[config.mk]
export PLATFORM = sky130hd
export DESIGN_NAME = mmio_uart_tx
export DESIGN_NICKNAME = d
export VERILOG_FILES = /design/src/rtl/mmio_uart_tx.sv
export SDC_FILE = /design/constraint.sdc
export NUM_CORES = 1
export LEC_CHECK = 0
export CAP_MARGIN = 5
export CORE_MARGIN = 10
export CORE_UTILIZATION = 50
export CTS_CLUSTER_DIAMETER = 60
export DETAILED_ROUTE_END_ITERATION = 7
export HOLD_SLACK_MARGIN = 0.02
export PLACE_DENSITY = 0.81
export SETUP_SLACK_MARGIN = 0.4
export SLEW_MARGIN = 20
export SYNTH_ARGS = -nofsm -noshare
export SYNTH_HDL_FRONTEND = slang
export SYNTH_SLANG_ARGS = --single-unit
export TNS_END_PERCENT = 20
[constraint.sdc]
create_clock -name clk -period 10.5 [get_ports clk]
set_clock_uncertainty 0.2 [all_clocks]
set_input_delay 1.575 -clock clk [delete_from_list [all_inputs] [get_ports clk]]
set_output_delay 1.575 -clock clk [all_outputs]
set_load 0.02 [all_outputs]
[src/rtl/mmio_uart_tx.sv]
// mmio_uart_tx: memory-mapped 8N1 UART transmitter with a small byte FIFO.
// Bus semantics: mem_cmd acts as the valid qualifier for mem_addr/write_data and
// the block is always ready, so every MREAD/MWRITE is accepted on the edge that
// samples it; read results appear one cycle later on read_data with read_hit.
module mmio_uart_tx #(
  parameter int         CLKS_PER_BIT = 4,
  parameter int         FIFO_DEPTH   = 4,
  parameter logic [8:0] TX_ADDR      = 9'h140,
  parameter logic [8:0] STAT_ADDR    = 9'h141
) (
  input  logic        clk,
  input  logic        reset,
  input  logic [1:0]  mem_cmd,
  input  logic [8:0]  mem_addr,
  input  logic [15:0] write_data,
  output logic [15:0] read_data,
  output logic        read_hit,
  output logic        tx,
  output logic [1:0]  dbg_state
);

  localparam int PW = (FIFO_DEPTH > 1) ? $clog2(FIFO_DEPTH) : 1;
  localparam int CW = $clog2(CLKS_PER_BIT);
  localparam logic [CW-1:0] CNT_LAST = CW'(CLKS_PER_BIT - 1);
  localparam logic [1:0] MREAD  = 2'b01;
  localparam logic [1:0] MWRITE = 2'b10;

  typedef enum logic [1:0] {
    S_IDLE  = 2'd0,
    S_START = 2'd1,
    S_DATA  = 2'd2,
    S_STOP  = 2'd3
  } state_t;

  state_t          state_q, state_d;
  logic [CW-1:0]   bit_cnt_q, bit_cnt_d;
  logic [2:0]      bit_idx_q, bit_idx_d;
  logic [7:0]      shift_q, shift_d;
  logic            tx_q, tx_d;
  logic [7:0]      fifo_q [FIFO_DEPTH];
  logic [7:0]      fifo_d [FIFO_DEPTH];
  logic [PW-1:0]   wr_ptr_q, wr_ptr_d;
  logic [PW-1:0]   rd_ptr_q, rd_ptr_d;
  logic [3:0]      count_q, count_d;
  logic            overflow_q, overflow_d;
  logic [7:0]      last_q, last_d;
  logic [15:0]     read_data_q, read_data_d;
  logic            read_hit_q, read_hit_d;

  logic            pop;
  logic            push;
  logic            drop;
  logic            empty;
  logic            full;
  logic            busy;
  logic            bit_end;
  logic            wr_tx;
  logic            rd_stat;
  logic            rd_tx;
  logic [15:0]     status;
  logic            unused_hi;

  assign unused_hi = ^write_data[15:8];

  assign empty   = (count_q == 4'd0);
  assign full    = (count_q == 4'(FIFO_DEPTH));
  assign busy    = (state_q != S_IDLE);
  assign bit_end = (bit_cnt_q == CNT_LAST);
  assign wr_tx   = (mem_cmd == MWRITE) && (mem_addr == TX_ADDR);
  assign rd_stat = (mem_cmd == MREAD) && (mem_addr == STAT_ADDR);
  assign rd_tx   = (mem_cmd == MREAD) && (mem_addr == TX_ADDR);
  assign status  = {8'h00, count_q, overflow_q, empty, full, busy};

  // Transmit FSM: bit timing, byte pops from the FIFO and the next tx level.
  always_comb begin
    state_d   = state_q;
    bit_cnt_d = bit_cnt_q;
    bit_idx_d = bit_idx_q;
    shift_d   = shift_q;
    pop       = 1'b0;
    unique case (state_q)
      S_IDLE: begin
        if (!empty) begin
          pop       = 1'b1;
          shift_d   = fifo_q[rd_ptr_q];
          bit_cnt_d = '0;
          state_d   = S_START;
        end
      end
      S_START: begin
        if (bit_end) begin
          bit_cnt_d = '0;
          bit_idx_d = 3'd0;
          state_d   = S_DATA;
        end else begin
          bit_cnt_d = bit_cnt_q + 1'b1;
        end
      end
      S_DATA: begin
        if (bit_end) begin
          bit_cnt_d = '0;
          if (bit_idx_q == 3'd7) begin
            state_d = S_STOP;
          end else begin
            bit_idx_d = bit_idx_q + 3'd1;
            shift_d   = {1'b0, shift_q[7:1]};
          end
        end else begin
          bit_cnt_d = bit_cnt_q + 1'b1;
        end
      end
      S_STOP: begin
        if (bit_end) begin
          bit_cnt_d = '0;
          if (!empty) begin
            // Back-to-back: next start bit follows the stop bit directly.
            pop     = 1'b1;
            shift_d = fifo_q[rd_ptr_q];
            state_d = S_START;
          end else begin
            state_d = S_IDLE;
          end
        end else begin
          bit_cnt_d = bit_cnt_q + 1'b1;
        end
      end
      default: state_d = S_IDLE;
    endcase
    // tx is registered, so it is derived from the state being entered.
    unique case (state_d)
      S_START: tx_d = 1'b0;
      S_DATA:  tx_d = shift_d[0];
      default: tx_d = 1'b1;
    endcase
  end

  // FIFO push/drop, sticky overflow, last-byte register and read mux.
  always_comb begin
    fifo_d      = fifo_q;
    wr_ptr_d    = wr_ptr_q;
    rd_ptr_d    = rd_ptr_q;
    last_d      = last_q;
    push        = 1'b0;
    drop        = 1'b0;
    read_data_d = 16'h0000;
    read_hit_d  = 1'b0;
    if (wr_tx) begin
      last_d = write_data[7:0];
      // A pop on the same edge frees a slot, so a full FIFO still accepts.
      if (!full || pop) begin
        push             = 1'b1;
        fifo_d[wr_ptr_q] = write_data[7:0];
        wr_ptr_d         = wr_ptr_q + 1'b1;
      end else begin
        drop = 1'b1;
      end
    end
    if (pop) begin
      rd_ptr_d = rd_ptr_q + 1'b1;
    end
    count_d    = count_q + 4'(push) - 4'(pop);
    // A drop on the reading edge wins over the clear.
    overflow_d = (overflow_q && !rd_stat) || drop;
    if (rd_stat) begin
      read_data_d = status;
      read_hit_d  = 1'b1;
    end else if (rd_tx) begin
      read_data_d = {8'h00, last_q};
      read_hit_d  = 1'b1;
    end
  end

  // State registers with synchronous reset; FIFO storage needs no reset.
  always_ff @(posedge clk) begin
    if (reset) begin
      state_q     <= S_IDLE;
      bit_cnt_q   <= '0;
      bit_idx_q   <= 3'd0;
      shift_q     <= 8'h00;
      tx_q        <= 1'b1;
      wr_ptr_q    <= '0;
      rd_ptr_q    <= '0;
      count_q     <= 4'd0;
      overflow_q  <= 1'b0;
      last_q      <= 8'h00;
      read_data_q <= 16'h0000;
      read_hit_q  <= 1'b0;
    end else begin
      state_q     <= state_d;
      bit_cnt_q   <= bit_cnt_d;
      bit_idx_q   <= bit_idx_d;
      shift_q     <= shift_d;
      tx_q        <= tx_d;
      wr_ptr_q    <= wr_ptr_d;
      rd_ptr_q    <= rd_ptr_d;
      count_q     <= count_d;
      overflow_q  <= overflow_d;
      last_q      <= last_d;
      read_data_q <= read_data_d;
      read_hit_q  <= read_hit_d;
    end
    fifo_q <= fifo_d;
  end

  assign read_data = read_data_q;
  assign read_hit  = read_hit_q;
  assign tx        = tx_q;
  assign dbg_state = state_q;

endmodule

# After elaboration in Yosys (flattened, before gate mapping)

Cells that the tools add are included.

Multiplexer cells: 37
Eq/ne operators: 17
Bitwise operators: 2
$lt $le $gt $ge: 3
$add $sub $neg: 6
Reductions and logical operators: 19

Operators with widths:

| cell                | number |
|---|---|
| $mux 8              | 9 |
| $bwmux 32           | 1 |
| $pmux 8 s3          | 1 |
| $eq 9x9->1 const B  | 2 |
| $bmux 8 s2          | 1 |
| $demux 8 s2         | 1 |
| $mux 2              | 7 |
| $eq 2x2->1 const B  | 5 |
| $ne 2x2->1 const B  | 5 |
| $mux 1              | 9 |
| $mux 3              | 3 |
| $pmux 2 s4          | 1 |
| $reduce_and 4->1    | 2 |
| $add 2x1->2 const B | 3 |
| $eq 2x1->1 const B  | 3 |
| $ge 3x3->1 const B  | 2 |
| $not 2->3           | 2 |
| $pmux 3 s2          | 1 |
| $logic_and 1x1->1   | 5 |
| $add 4x1->4         | 1 |
| $eq 4x3->1 const B  | 1 |
| $logic_not 4->1     | 1 |
| $pmux 1 s2          | 2 |
| $pmux 2 s2          | 1 |
| 12 further kinds    | 15 |

Register bits after elaboration: 82
Output and inout port bits: 20
Logic and storage cells: 102

# Depth between registers and ports, before layout

Word-level depth: 9
Mapped depth: 13
Depth with buffers taken out: 13

# Least setup slack after synthesis

Ideal clock, no wire load.

Path type: input -> register
From: input port mem_addr[5]
To: register count_q[2]
Stages on the path: 12
Arrival: 4.119 ns
Setup slack: 6.053 ns
Buffers on the path: 1
Data required time: 10.172 ns
Setup time: 0.128 ns
Cell sequence: or4b_4 -> or4_4 -> buf_6 -> o21ba_4 -> inv_1 -> ha_1 -> inv_1 -> ha_1 -> inv_1 -> fa_1 -> xor2_1 -> nor2_1

Cells in the longest elaborated chain, start to end: 5

RTL lines:

| element                | RTL line | RTL |
|---|---|---|
| start: declaration     | 14       | `input logic [8:0] mem_addr,` |
| $eq 9x9->1             | 69       | `assign wr_tx = (mem_cmd == MWRITE) && (mem_addr == TX_ADDR);` |
| $logic_and 1x1->1      | 69       |  |
| $mux 1                 | 147      | `if (wr_tx) begin` |
| $add 4x1->4            | 161      | `count_d = count_q + 4'(push) - 4'(pop);` |
| $sub 4x1->4            | 161      |  |
| end signal: assignment | 196      | `count_q <= count_d;` |
| end: declaration       | 44       | `logic [3:0] count_q, count_d;` |

Every way passes these cells.
A chain may end at the register's enable or synchronous reset.

# Worst setup path in the final report

Ends and elaborated chain as after synthesis.

==> impl_metrics.yaml <==
yosys:
  ys_seq_area_share_pct: 54.6
  synth_edf_count: 32
  synthTopCellsByCount: "dfxtp_1, nor2_1, edfxtp_1, ha_1"
  yosysMostFrequentCell: "dfxtp_1"
  yosysWarningCount: 0
  synthTopCellsByArea: "edfxtp_1, dfxtp_1, ha_1"
  ys_types: 45
  synthArstFlopShare_pct: 0
  synth_flop_cell: "dfxtp_1"
  synth_seq_cells: 74
  synth_top_cell_area_share_pct: 29.1
  syn_area_um2: 3300
  yosys.area.top_type: "edfxtp_1"
  synthCells: 273
  syn_area_per_cell_um2: 12.1
cts:
  cts_setup_buffers: 0
  cts_tree: "built"
  cts_root_buf: "clkbuf_8"
  clk_latency_ns: 0.34
  cts-resized-gates: 0
  postCtsHoldBufs: 0
  h-tree-depth: 3
  clock_path_buffers: 2
  clk_transition_reported_paths_ns: 0.07
  clock_sinks: 74
  cts_buffers: 9
drt:
  drt_wl_total_um: 6160
  dr.pass1.iters: 4
  drtIter0Drc: 138
  antenna_left: 0
  num_vias: 2107
  avgViaCountPerCell: 5.39
  wl_per_cell_um: 15.7
  route.detailed.drc: 0
placement:
  hpwl_um: 4510
  gp_congestion: 0.751
  port_buffers: 32
  dpl.cell_count: 375
timing:
  fmax_mhz: 213
  finalCritPeriodShare_pct: 44.7
  hold_viol_final: 0
  maxSlewViolCount: 0
  hold-worst-slack_ns: 0.270
  setup_viol: 0
  fin_setup_tns_ns: 0
  relSlewSlack_pct: 44.8
  rsz0062_at_grt: "false"
  worst_slew_pin_slew_ns: 0.822
  fin_crit_ns: 4.69
global_route:
  grt_max_degree: 41
  overflow: 0
  grt_use_total_pct: 12.7
  grt_pass1_wl_um: 10300
  antenna_found_initial: 0
  grt_pass1_vias: 2262
final_layout:
  final_util_pct: 60.1
  area.sequential_um2: 1800
  multi_input_area_um2: 1370
  nets: 359
  drive_above_1_share_pct: 11.8
  fillers: 497
  area.growth.synth_to_final_pct: 16.3
  diodes: 0
  finalNonFillerCells: 391
setup_path:
  crit_top_cell: "inv_1"
  r2r_slack_ns: 7.16
  worstPathArrival_ns: 4.71
  worstSetupStartpoint: "mem_addr[5]"
  path_cells: "clkdlybuf4s50_1, or4b_4, or4_4, o21ba_4, inv_1, ha_1, inv_1, ha_1, inv_1, fa_1, xor2_1, nor2_1"
  cpPeakStageDelay_ns: 0.65
  crit_fanout: 10
  endpoint_kind: "register"
  cp_slowest_cell: "or4_4"
  required_ns: 10.52
  r2r_cells: 14
  cp-start-kind: "input pin"
  r2r-start: "count_q[2]"
  crit_type: "input pin to register"
  r2r_end: "count_q[2]"
floorplan:
  ios: 49
  core.rowCount: 29
  die_w_um: 101
  core_um2: 6390
  die_y_um: 101
  die_area_um2: 10300
  start_util_pct: 51.7
power:
  power_frac_comb_pct: 33.5
  power_frac_seq_pct: 43.6
  swShare_pct: 33.8
  leakage_uw: 0.00144
  p_switching_uw: 279
  internal_power_uw: 546
  clockPowerShare_pct: 22.9
  vdd_ir_drop_max_mv: 0.124
  p_per_area_nw_per_um2: 215
worst_hold_path:
  holdCritPathClass: "register to register"
  hold_depth: 2
  hold_path_startpoint: "bit_cnt_q[1]"
  holdPathEnd: "bit_cnt_q[1]"
outcome:
  outcome: "finished, final reports clean"
job:
  max_cap_viol_count: 0
[placed cells by master, fill, tap and decap left out, drive strengths merged, types with 7 or more instances in the layout]
master         instances
dfxtp                 42
nor2                  37
edfxtp                32
clkdlybuf4s50         32
ha                    20
inv                   16
a22oi                 16
mux2i                 13
clkbuf                10
nand2                  9
conb                   8
nand2b                 7
o2bb2ai                7
mux4                   7
[layer usage]
layer	global-route usage (%)	vias up	share of wire, %
met1	13.3	990	39
met2	22.1	64	51
met4	6.75	0	1.7
met3	4.02	9	7.4
met5	0	-	0
li1	-	1044	-
[sequential cells by signal, summed over array words and instances (netlist names), 2 cells and up]
register	count
wr_ptr_q	2
last_q	8
shift_q	8
bit_idx_q	3
bit_cnt_q	2
fifo_q	32
read_data	8
count_q	4
rd_ptr_q	2
dbg_state	2
[worst max-delay path by stage]
stage | to | slack, ns
global route | count_q[2] | 5.62
floorplan | count_q[2] | 6.05
CTS | count_q[2] | 5.81
detailed placement | count_q[2] | 5.45
global placement | count_q[2] | 5.51
finish | count_q[2] | 5.81
[logic make-up (layout without fill, tap and decap cells)]
group,after synthesis,after routing,share of synthesized area [%]
AND/OR/NAND/NOR,76,76,11.9
flip-flops,74,74,54.6
AO/OA/AOI/OAI,44,44,10.2
buffers and inverters,32,66,4.78
adder cells (fa/ha/maj),21,21,8.19
multiplexers,21,21,9.17
XOR/XNOR,4,4,1.06
other,1,8,0.114
[through the flow]
step,setup WS (ns),cell area [µm²],power [µW]
2_1_floorplan,6.05,3330,568
3_3_place_gp,5.51,3660,627
3_5_place_dp,5.45,3670,640
4_1_cts,5.81,3840,830
5_1_grt,5.62,3840,891
6_report,5.81,3840,825
[cell type report]
cell class	instances	area share, %
clock buffer	10	3.59
clock inverter	6	0.848
inverter	16	1.57
multi-input combinational	174	35.8
sequential	74	47.0
tap	77	2.51
timing repair buffer	34	8.74
[power by group through the flow]
stage	Combinational, µW	Clock [µW]	Sequential [µW]
after floorplan	210	0	357
after global placement	263	0	365
after detailed placement	273	0	366
after CTS	278	192	360
after global routing	318	208	364
final	276	189	360
[critical path, delay by kind of cell]
kind / cells / cell delay [ns]
adders and majority gates: 3 / 0.79
buffers and inverters: 4 / 0.59
AOI/OAI and AO/OA: 1 / 0.33
and+or+nand+nor: 3 / 1.28
xor gates and xnor gates: 1 / 0.15
No activity file was read; power rests on OpenSTA's default activity.
